--- src/rtl/ysyx_22040237_multicyc_ctrl.sv ---
// ysyx_22040237_multicyc_ctrl
//   Multicycle instruction-sequencing controller. A Moore FSM walks each
//   instruction through FETCH -> DECODE -> EXEC -> [MEM] -> WB. It stops in
//   HALT on ebreak or an illegal opcode, and in ERR on a wait timeout.
//
// Ports
//   clk, rst           clock (rising edge) and asynchronous active-high reset
//   run_en             permits starting a new instruction
//   imem_req/imem_ack  instruction fetch handshake
//   dmem_req/dmem_ack  data access handshake (load/store only)
//   is_mem, inst_ebreak, invalid_inst, rd_w_en_dec   decoder inputs
//   ir_we, pc_we, rf_we                              datapath write enables
//   halted, error, state                             status
//
// Configuration
//   YSYX_22040237_WAIT_TIMEOUT_EN  builds an 8-bit wait counter. A fetch or
//   data access that gets no ack for 256 cycles sends the FSM to ERR.
//   Without the macro, waits are unbounded and ERR cannot be reached.
module ysyx_22040237_multicyc_ctrl (
  input  logic       clk,
  input  logic       rst,
  input  logic       run_en,
  output logic       imem_req,
  input  logic       imem_ack,
  input  logic       is_mem,
  output logic       dmem_req,
  input  logic       dmem_ack,
  input  logic       inst_ebreak,
  input  logic       invalid_inst,
  input  logic       rd_w_en_dec,
  output logic       ir_we,
  output logic       pc_we,
  output logic       rf_we,
  output logic       halted,
  output logic       error,
  output logic [2:0] state
);

  typedef enum logic [2:0] {
    StIdle   = 3'd0,
    StFetch  = 3'd1,
    StDecode = 3'd2,
    StExec   = 3'd3,
    StMem    = 3'd4,
    StWb     = 3'd5,
    StHalt   = 3'd6,
    StErr    = 3'd7
  } state_e;

  state_e r_state;
  state_e w_state_d;
  logic   w_err_set;
  logic   r_error;
  logic   r_imem_req;
  logic   r_dmem_req;
  logic   r_pc_we;
  logic   r_halted;

`ifdef YSYX_22040237_WAIT_TIMEOUT_EN
  logic [7:0] r_wait_cnt;
  logic       w_timeout;
  // The counter holds the number of ack-less cycles already spent in this wait.
  // A value of 255 therefore marks the 256th waiting cycle.
  assign w_timeout = (r_wait_cnt == 8'hff);
`endif

  always_comb begin
    w_state_d = r_state;
    w_err_set = 1'b0;
    unique case (r_state)
      StIdle:   if (run_en) w_state_d = StFetch;
      StFetch: begin
        if (imem_ack) w_state_d = StDecode;
`ifdef YSYX_22040237_WAIT_TIMEOUT_EN
        else if (w_timeout) w_state_d = StErr;
`endif
      end
      StDecode: begin
        // An illegal opcode outranks ebreak, so both together still flag an error.
        if (invalid_inst) begin
          w_state_d = StHalt;
          w_err_set = 1'b1;
        end else if (inst_ebreak) begin
          w_state_d = StHalt;
        end else begin
          w_state_d = StExec;
        end
      end
      StExec:   w_state_d = is_mem ? StMem : StWb;
      StMem: begin
        if (dmem_ack) w_state_d = StWb;
`ifdef YSYX_22040237_WAIT_TIMEOUT_EN
        else if (w_timeout) w_state_d = StErr;
`endif
      end
      StWb:     w_state_d = run_en ? StFetch : StIdle;
      StHalt:   w_state_d = StHalt;
      StErr:    w_state_d = StErr;
    endcase
    if (w_state_d == StErr) w_err_set = 1'b1;
  end

  // Outputs are registered from the next state. They are therefore glitch-free,
  // and reset drops them together with the state.
  always_ff @(posedge clk or posedge rst) begin
    if (rst) begin
      r_state    <= StIdle;
      r_error    <= 1'b0;
      r_imem_req <= 1'b0;
      r_dmem_req <= 1'b0;
      r_pc_we    <= 1'b0;
      r_halted   <= 1'b0;
`ifdef YSYX_22040237_WAIT_TIMEOUT_EN
      r_wait_cnt <= 8'd0;
`endif
    end else begin
      r_state    <= w_state_d;
      r_error    <= r_error | w_err_set;
      r_imem_req <= (w_state_d == StFetch);
      r_dmem_req <= (w_state_d == StMem);
      r_pc_we    <= (w_state_d == StWb);
      r_halted   <= (w_state_d == StHalt) || (w_state_d == StErr);
`ifdef YSYX_22040237_WAIT_TIMEOUT_EN
      // Any state change clears the counter, which covers entry into FETCH and MEM.
      if (w_state_d != r_state) begin
        r_wait_cnt <= 8'd0;
      end else if ((r_state == StFetch) || (r_state == StMem)) begin
        r_wait_cnt <= r_wait_cnt + 8'd1;
      end
`endif
    end
  end

  assign state    = r_state;
  assign imem_req = r_imem_req;
  assign dmem_req = r_dmem_req;
  assign pc_we    = r_pc_we;
  assign rf_we    = r_pc_we & rd_w_en_dec;
  assign halted   = r_halted;
  assign error    = r_error;
  // The IR latches in the same cycle the fetch data is valid.
  assign ir_we    = (r_state == StFetch) & imem_ack;

endmodule

--- config.mk ---
export PLATFORM = sky130hd
export DESIGN_NAME = ysyx_22040237_multicyc_ctrl
export DESIGN_NICKNAME = d
export VERILOG_FILES = /design/src/rtl/ysyx_22040237_multicyc_ctrl.sv
export SDC_FILE = /design/constraint.sdc
export NUM_CORES = 1
export LEC_CHECK = 0
export CAP_MARGIN = 10
export CELL_PAD_IN_SITES_DETAIL_PLACEMENT = 0
export CELL_PAD_IN_SITES_GLOBAL_PLACEMENT = 2
export CORE_MARGIN = 2
export CORE_UTILIZATION = 22
export CTS_BUF_LIST = sky130_fd_sc_hd__clkbuf_4
export DETAILED_ROUTE_END_ITERATION = 10
export PLACE_DENSITY_LB_ADDON = 0.15
export SLEW_MARGIN = 20
export SYNTH_ARGS = -nofsm -noshare
export SYNTH_HDL_FRONTEND = slang
export SYNTH_SLANG_ARGS = --single-unit
--- constraint.sdc ---
create_clock -name clk -period 1.78 [get_ports clk]
set_input_delay 0.356 -clock clk [delete_from_list [all_inputs] [get_ports clk]]
set_output_delay 0.356 -clock clk [all_outputs]
set_load 0.01 [all_outputs]
Yosys cells after proc, flatten, opt, wreduce, memory -nomap -nowiden --
Cells that the tools add are included.
Word-level totals: output and inout bits 10, input port bits 9, logic and storage cells 34, register bits 8
Operators by class: bitwise operators 3, muxes and demuxes 11, reductions and logical operators 2, eq/ne operators 12
Operators by type and width (number):
- $eq A3 B3 Y1 const B | 8
- $pmux W3 S8 | 1
- $mux W3 | 5
- $eq A3 B1 Y1 const B | 2
- $eq A3 B2 Y1 const B | 2
- $mux W1 | 5
- $logic_not A3 Y1 | 1
- $and A1 B1 Y1 | 2
- $logic_or A1 B1 Y1 | 1
- $or A1 B1 Y1 | 1

Logic depth before layout (Yosys ltp) --
Gate-level depths: netlist of the first run.
word-level depth 6, depth in mapped cells 5, mapped depth without buffers 4

Least setup slack after synthesis of the first run --
Ideal clock, no wire load.
path kind register to register, start point register r_state[2] (netlist: state[2]), end point register r_imem_req (netlist: imem_req), path buffers 1, setup time 0.120 ns, stages on the path, launching flop included 6, required time 1.660 ns, period minus slack after synthesis 1.334 ns, data arrival time 1.214 ns, slack 0.446 ns, path through dfrtp_1 -> buf_6 -> and2b_2 -> nand2_1 -> a32o_1 -> and3_1
On the way: cells in the longest elaborated chain, start to end 3, elaborated cells between the ends (all ways) 13, those cells by class 8 x eq/ne; 4 x mux; 1 x reduce/logical
RTL lines:
- from (decl) | line 50 | state_e r_state;
- from (signal assigned) | line 107 | r_state <= StIdle;
- from (signal assigned) | line 117 | r_state <= w_state_d;
- $eq A3 B3 Y1 (tied with other cells) | line 70 | unique case (r_state)
- $pmux W3 S8 * | line 70
- $eq A3 B1 Y1 * | line 119 | r_imem_req <= (w_state_d == StFetch);
- to (signal assigned) | line 119
- to (decl) | line 54 | logic r_imem_req;
Every way passes the cells marked *; elsewhere a longest branch is shown, timed or not.

Worst setup path in the final report of the first run --
start point register r_state[1] (netlist: state[1]), end point output state[1]
RTL lines:
- to (decl) | line 36 | output logic [2:0] state
No word-level cell between the ends.

==> results of run 1 <==
[report_power, final]
group	internal [mW]	total, mW	switching, mW
logic	0.0171	0.0262	0.00911
registers	0.182	0.182	0
clock network	0.0770	0.137	0.0599
[per-stage QoR]
| step | hold slack, ns | instance area, sq um |
|---|---|---|
| floorplan | 0.172 | 397 |
| global placement | 0.455 | 608 |
| detailed placement | 0.446 | 608 |
| CTS | 0.346 | 628 |
| global route | 0.371 | 628 |
| finish | 0.341 | 628 |
[logic make-up after synthesis]
logic type / count (synthesis)
AOI/OAI and AO/OA: 13
and+or+nand+nor: 15
buffers and inverters: 6
DFF: 8
muxes: 1
[placed cells by master (no fill, tap or decap), drive strengths merged]
| master | n |
|---|---|
| nand2 | 3 |
| a21oi | 2 |
| a32o | 1 |
| clkbuf | 3 |
| nor3 | 1 |
| o22ai | 1 |
| o21ai | 7 |
| dlygate4sd2 | 2 |
| nand3 | 4 |
| and3 | 1 |
| and2 | 1 |
| nor2b | 1 |
| and2b | 2 |
| nor2 | 2 |
| a21o | 2 |
| clkdlybuf4s50 | 16 |
| dfrtp | 8 |
| buf | 2 |
| mux2 | 1 |
| inv | 4 |
[layout make-up]
class	instances	area, sq um	share of cell area
repair buffers	20	193	0.307
clock buffers	3	22.5	0.0359
inverters	4	15.0	0.0239
well taps	25	31.3	0.0498
multi-input cells	29	166	0.265
flip-flops and latches	8	200	0.319
[path summary, 6_finish.rpt]
path	slack, ns	from	end	depth (start not counted)
max in group asynchronous	1.21	rst	halted	2
worst max register to register	0.38	state[2]	imem_req	5
worst min register to register	0.46	error	error	1
worst min-delay path	0.34	rst	dmem_req	2
min in group clk	0.46	error	error	1
worst max-delay path	0.10	state[1]	state[1]	1
[metal layers]
| layer | vias up | global-route usage | wire length [um] |
|---|---|---|---|
| met5 | - | 0 | 0 |
| met4 | 0 | 0.0857 | 26 |
| met3 | 3 | 0.0275 | 68 |
| met2 | 17 | 0.106 | 351 |
| met1 | 153 | 0.145 | 445 |
| li1 | 191 | - | - |
[repair_timing]
action                                  CTS  global route
endpoints found under the setup margin    2             0
hold buffers                              0             0
gates resized for setup                   2             0
[sequential cells by signal (all words and copies together) (netlist names)]
register / flops
error: 1
pc_we: 1
halted: 1
state: 3
dmem_req: 1
imem_req: 1
==> results.cfg, run 1 <==
[outcome]
outcome = complete, no violations

[floorplanning]
die_y_um = 46.5
core.rowCount = 15
die_x_um = 46.5
boundaryPins = 19
die_area_sq_mm = 0.00216
initial_core_util = 0.232
core-area_sq_mm = 0.00171

[timing]
tightest_slew_ns = 0.293
fmax_mhz = 597
fin_ws_ns = 0.104
rsz0062_at_grt = false
fin_crit_sh = 0.941
slew_headroom = 0.804
setup-tns-final_ns = 0
slew_viol_final = 0
finalSetupViolCount = 0
skew_ns = 0.00572
finalHoldViolCount = 0
period_needed_ns = 1.68

[logic_synthesis]
synth-simple-area-share = 0.199
synth-edff-count = 0
syn_avg_cell_area_sq_um = 9.22
yosysSeqAreaShare = 0.505
yosys.area.top_type = dfrtp_1
synth-seq-cells = 8
synth_fa_ha_area_frac = 0
synth_nets = 52
yosys_most_used_dff = dfrtp_1
syn-cell-area_sq_um = 397
yosysMostFrequentCell = dfrtp_1
synth.area.top_cells = dfrtp_1 (50%), o21ai_0 (7.6%), nand3_1 (5.0%), a21o_1 (3.8%), inv_1 (3.8%)
synth_commonest_cells = dfrtp_1 (8), o21ai_0 (6), inv_1 (4), nand3_1 (4), nand2_1 (3)
async_reset_ff_frac = 1.00
synth_warnings = 0
synth_xor_area_frac = 0
synthCells = 43
synth_compound_area_frac = 0.192
yosysTopAreaCellShare = 0.505
muxShareOfSynthArea = 0.0284
yosysUniqueCellTypes = 20
synth_top_family_by_area = simple AND/OR/NAND/NOR gates

[drt]
drc = 0
drt_pass1_iterations = 3
drtIter0Drc = 9
via_count = 364
avgViaCountPerCell = 4.09
wl_um = 893
routedWlPerCell_um = 10.0
drtAntennaViolNets = 0

[place]
port-buffer-count = 18
place_inst = 86
dp_hpwl_um = 696
place_congestion = 0.712
pre_cts_slack_ns = -0.156

[global_route]
grt-ovfl-total = 0
grt_pass1_wl_um = 1390
antenna_found_initial = 0
grt_pass1_vias = 290
grt_max_degree = 10
grt_use_total = 0.0971

[setup_path]
required_ns = 1.42
worstPathCellList = clkdlybuf4s50_1
cpPeakStageDelay_ns = 0.59
worstSetupStartpointType = flip-flop
crit_type = flip-flop to output pin
worstPathBufferInverterCount = 1
timing.critical_path.arrival_ns = 1.32
cp_slowest_cell = clkdlybuf4s50_1
critPathTopFamily = buffers and inverters
critical_path.endpoint_type = output pin
crit_fanout = 9

[power]
power.leakage_nw = 0.294
power_density_mw_per_mm2 = 550
ir_worst_vdd_mv = 0.192
total_power_mw = 0.345

[clocking]
cts_setup_buffers = 0
cts_max_level = 1
insertion_delay_ns = 0.25
path_clk_slew_ns = 0.05
cts_tree = done
clock-sinks = 8
cts_made_buffers = 3
clockRootBuffer = clkbuf_4
clockBufferDepth = 2

[cells_and_area]
layout.cells.non_filler = 89
drive_above_1_share = 0.0938
area_delta_synth_final_pct = 58.4
fillers = 186
nets = 75
fin_util = 0.368
num_antenna_cells = 0

[hold_path]
hold_class = input pin to async pin

[flow_run]
cap_violations = 0
No activity file was read; power rests on OpenSTA's default activity.
==> run 2, diff against run 1 <==
--- a/config.mk
+++ b/config.mk
@@ -13,7 +13,7 @@
 export CTS_BUF_LIST = sky130_fd_sc_hd__clkbuf_4
 export DETAILED_ROUTE_END_ITERATION = 10
 export PLACE_DENSITY_LB_ADDON = 0.15
-export SLEW_MARGIN = 20
+export SLEW_MARGIN = 25
 export SYNTH_ARGS = -nofsm -noshare
 export SYNTH_HDL_FRONTEND = slang
 export SYNTH_SLANG_ARGS = --single-unit
==> results of run 2 <==
Same layout as run 1: the final DEF is identical, and so are final timing and power.
==> run 3, diff against run 2 <==
--- a/config.mk
+++ b/config.mk
@@ -9,9 +9,9 @@
 export CELL_PAD_IN_SITES_DETAIL_PLACEMENT = 0
 export CELL_PAD_IN_SITES_GLOBAL_PLACEMENT = 2
 export CORE_MARGIN = 2
-export CORE_UTILIZATION = 22
-export CTS_BUF_LIST = sky130_fd_sc_hd__clkbuf_4
+export CORE_UTILIZATION = 20
 export DETAILED_ROUTE_END_ITERATION = 10
+export GPL_ROUTABILITY_DRIVEN = 0
 export PLACE_DENSITY_LB_ADDON = 0.15
 export SLEW_MARGIN = 25
 export SYNTH_ARGS = -nofsm -noshare
==> results.cfg, run 3 (same netlist as run 1, synthesis figures left out) <==
[global_route]
grt_pass1_vias = 361
grt_pass1_wl_um = 1660
grt_max_degree = 10
grt_use_total = 0.0970
grt-ovfl-total = 0
antenna_found_initial = 0

[cells_and_area]
drive_above_1_share = 0.121
final-seq-area_sq_um = 200
final_cell_area_sq_um = 646
nets = 77
fillers = 222
area_delta_synth_final_pct = 62.8
num_antenna_cells = 0
multi_input_area_sq_um = 166
final_common_cell = clkdlybuf4s50_1
final_cell_mix = clkdlybuf4s50_1 (16), dfrtp_1 (8), o21ai_0 (6)
largest_reg_flops = 3

[timing]
finalHoldViolCount = 0
fin_crit_sh = 0.935
slew_headroom = 0.792
rsz0062_at_grt = false
tightest_slew_ns = 0.311
fin_ws_ns = 0.116
slew_viol_final = 0
finalSetupViolCount = 0
skew_ns = 0.000851
fmax_mhz = 601
period_needed_ns = 1.66

[power]
power.leakage_nw = 0.302
ir_worst_vdd_mv = 0.275
power_density_mw_per_mm2 = 543

[floorplanning]
initial_core_util = 0.206
boundaryPins = 19
core.rowCount = 16
core-area_sq_mm = 0.00192
die_area_sq_mm = 0.00236
die_x_um = 48.5
die_y_um = 48.5

[clocking]
cts_hold_buffers = 0
insertion_delay_ns = 0.26
clock-sinks = 8
cts_tree = done
cts_made_buffers = 3
path_clk_slew_ns = 0.05
clockBufferDepth = 2
clockRootBuffer = clkbuf_4
cts_setup_buffers = 0
cts_max_level = 1

[setup_path]
crit_type = flip-flop to output pin
worstPathCellList = buf_4 -> clkdlybuf4s50_1
critPathTopFamily = buffers and inverters
crit_fanout = 8
cpPeakStageDelay_ns = 0.54
worstPathBufferInverterCount = 2
worstSetupStartpointType = flip-flop
worst-path-stages = 2
cp_slowest_cell = clkdlybuf4s50_1
critical_path.endpoint_type = output pin
required_ns = 1.42
reg2reg_depth = 5
timing.critical_path.arrival_ns = 1.31

[hold_path]
hold_class = input pin to async pin

[drt]
via_count = 380
drc = 0
drtAntennaViolNets = 0
avgViaCountPerCell = 4.09
drtIter0Drc = 8
wl_um = 992
drt_pass1_iterations = 4
routedWlPerCell_um = 10.7

[place]
dpl_cell_area_sq_um = 626
pre_cts_slack_ns = -0.146
port-buffer-count = 18
dp_hpwl_um = 812

[flow_run]
cap_violations = 0

[outcome]
outcome = complete, no violations
## run 3: layer usage
layer	GRT usage	routed length, um
met1	0.116	434
met2	0.134	428
met3	0.0370	92
met4	0.0857	36
met5	0	0
## run 3: cell type report
cell class / count / area share
Timing Repair Buffer: 22 / 0.322
Multi-Input combinational cell: 29 / 0.258
Tap cell: 27 / 0.0523
Sequential cell: 8 / 0.310
Clock buffer: 3 / 0.0349
Inverter: 4 / 0.0233
## run 3: worst paths after layout
path / start / endpoint / slack, ns
setup / recovery: state[0] / state[0] / 0.12
max in group asynchronous: rst / halted / 1.21
setup reg to reg: state[2] / imem_req / 0.41
hold / removal: rst / pc_we / 0.34
hold reg to reg: error / error / 0.45
min in group clk: error / error / 0.45
## run 3: report_power, final
| part | internal (mW) | switching, mW | total, mW |
|---|---|---|---|
| Combinational | 0.0171 | 0.00942 | 0.0266 |
| Clock | 0.0774 | 0.0650 | 0.142 |
| Sequential | 0.182 | 0 | 0.182 |
## run 3: what timing repair did
action	4_1_cts	5_1_grt
endpoints found under the setup margin	2	0
endpoints found under the hold margin	0	0
gates resized for setup	2	0
## run 3: per-stage QoR
stage | std cells | setup TNS [ns] | utilization | hold slack [ns] | power, mW
3_3_place_gp | 90 | -0.131 | 0.326 | 0.438 | 0.212
6_report | 93 | 0 | 0.336 | 0.342 | 0.351
2_1_floorplan | 43 | 0 | - | 0.172 | 0.191
5_1_grt | 93 | 0 | 0.336 | 0.367 | 0.368
4_1_cts | 93 | 0 | 0.336 | 0.340 | 0.360
3_5_place_dp | 90 | -0.160 | 0.326 | 0.447 | 0.212
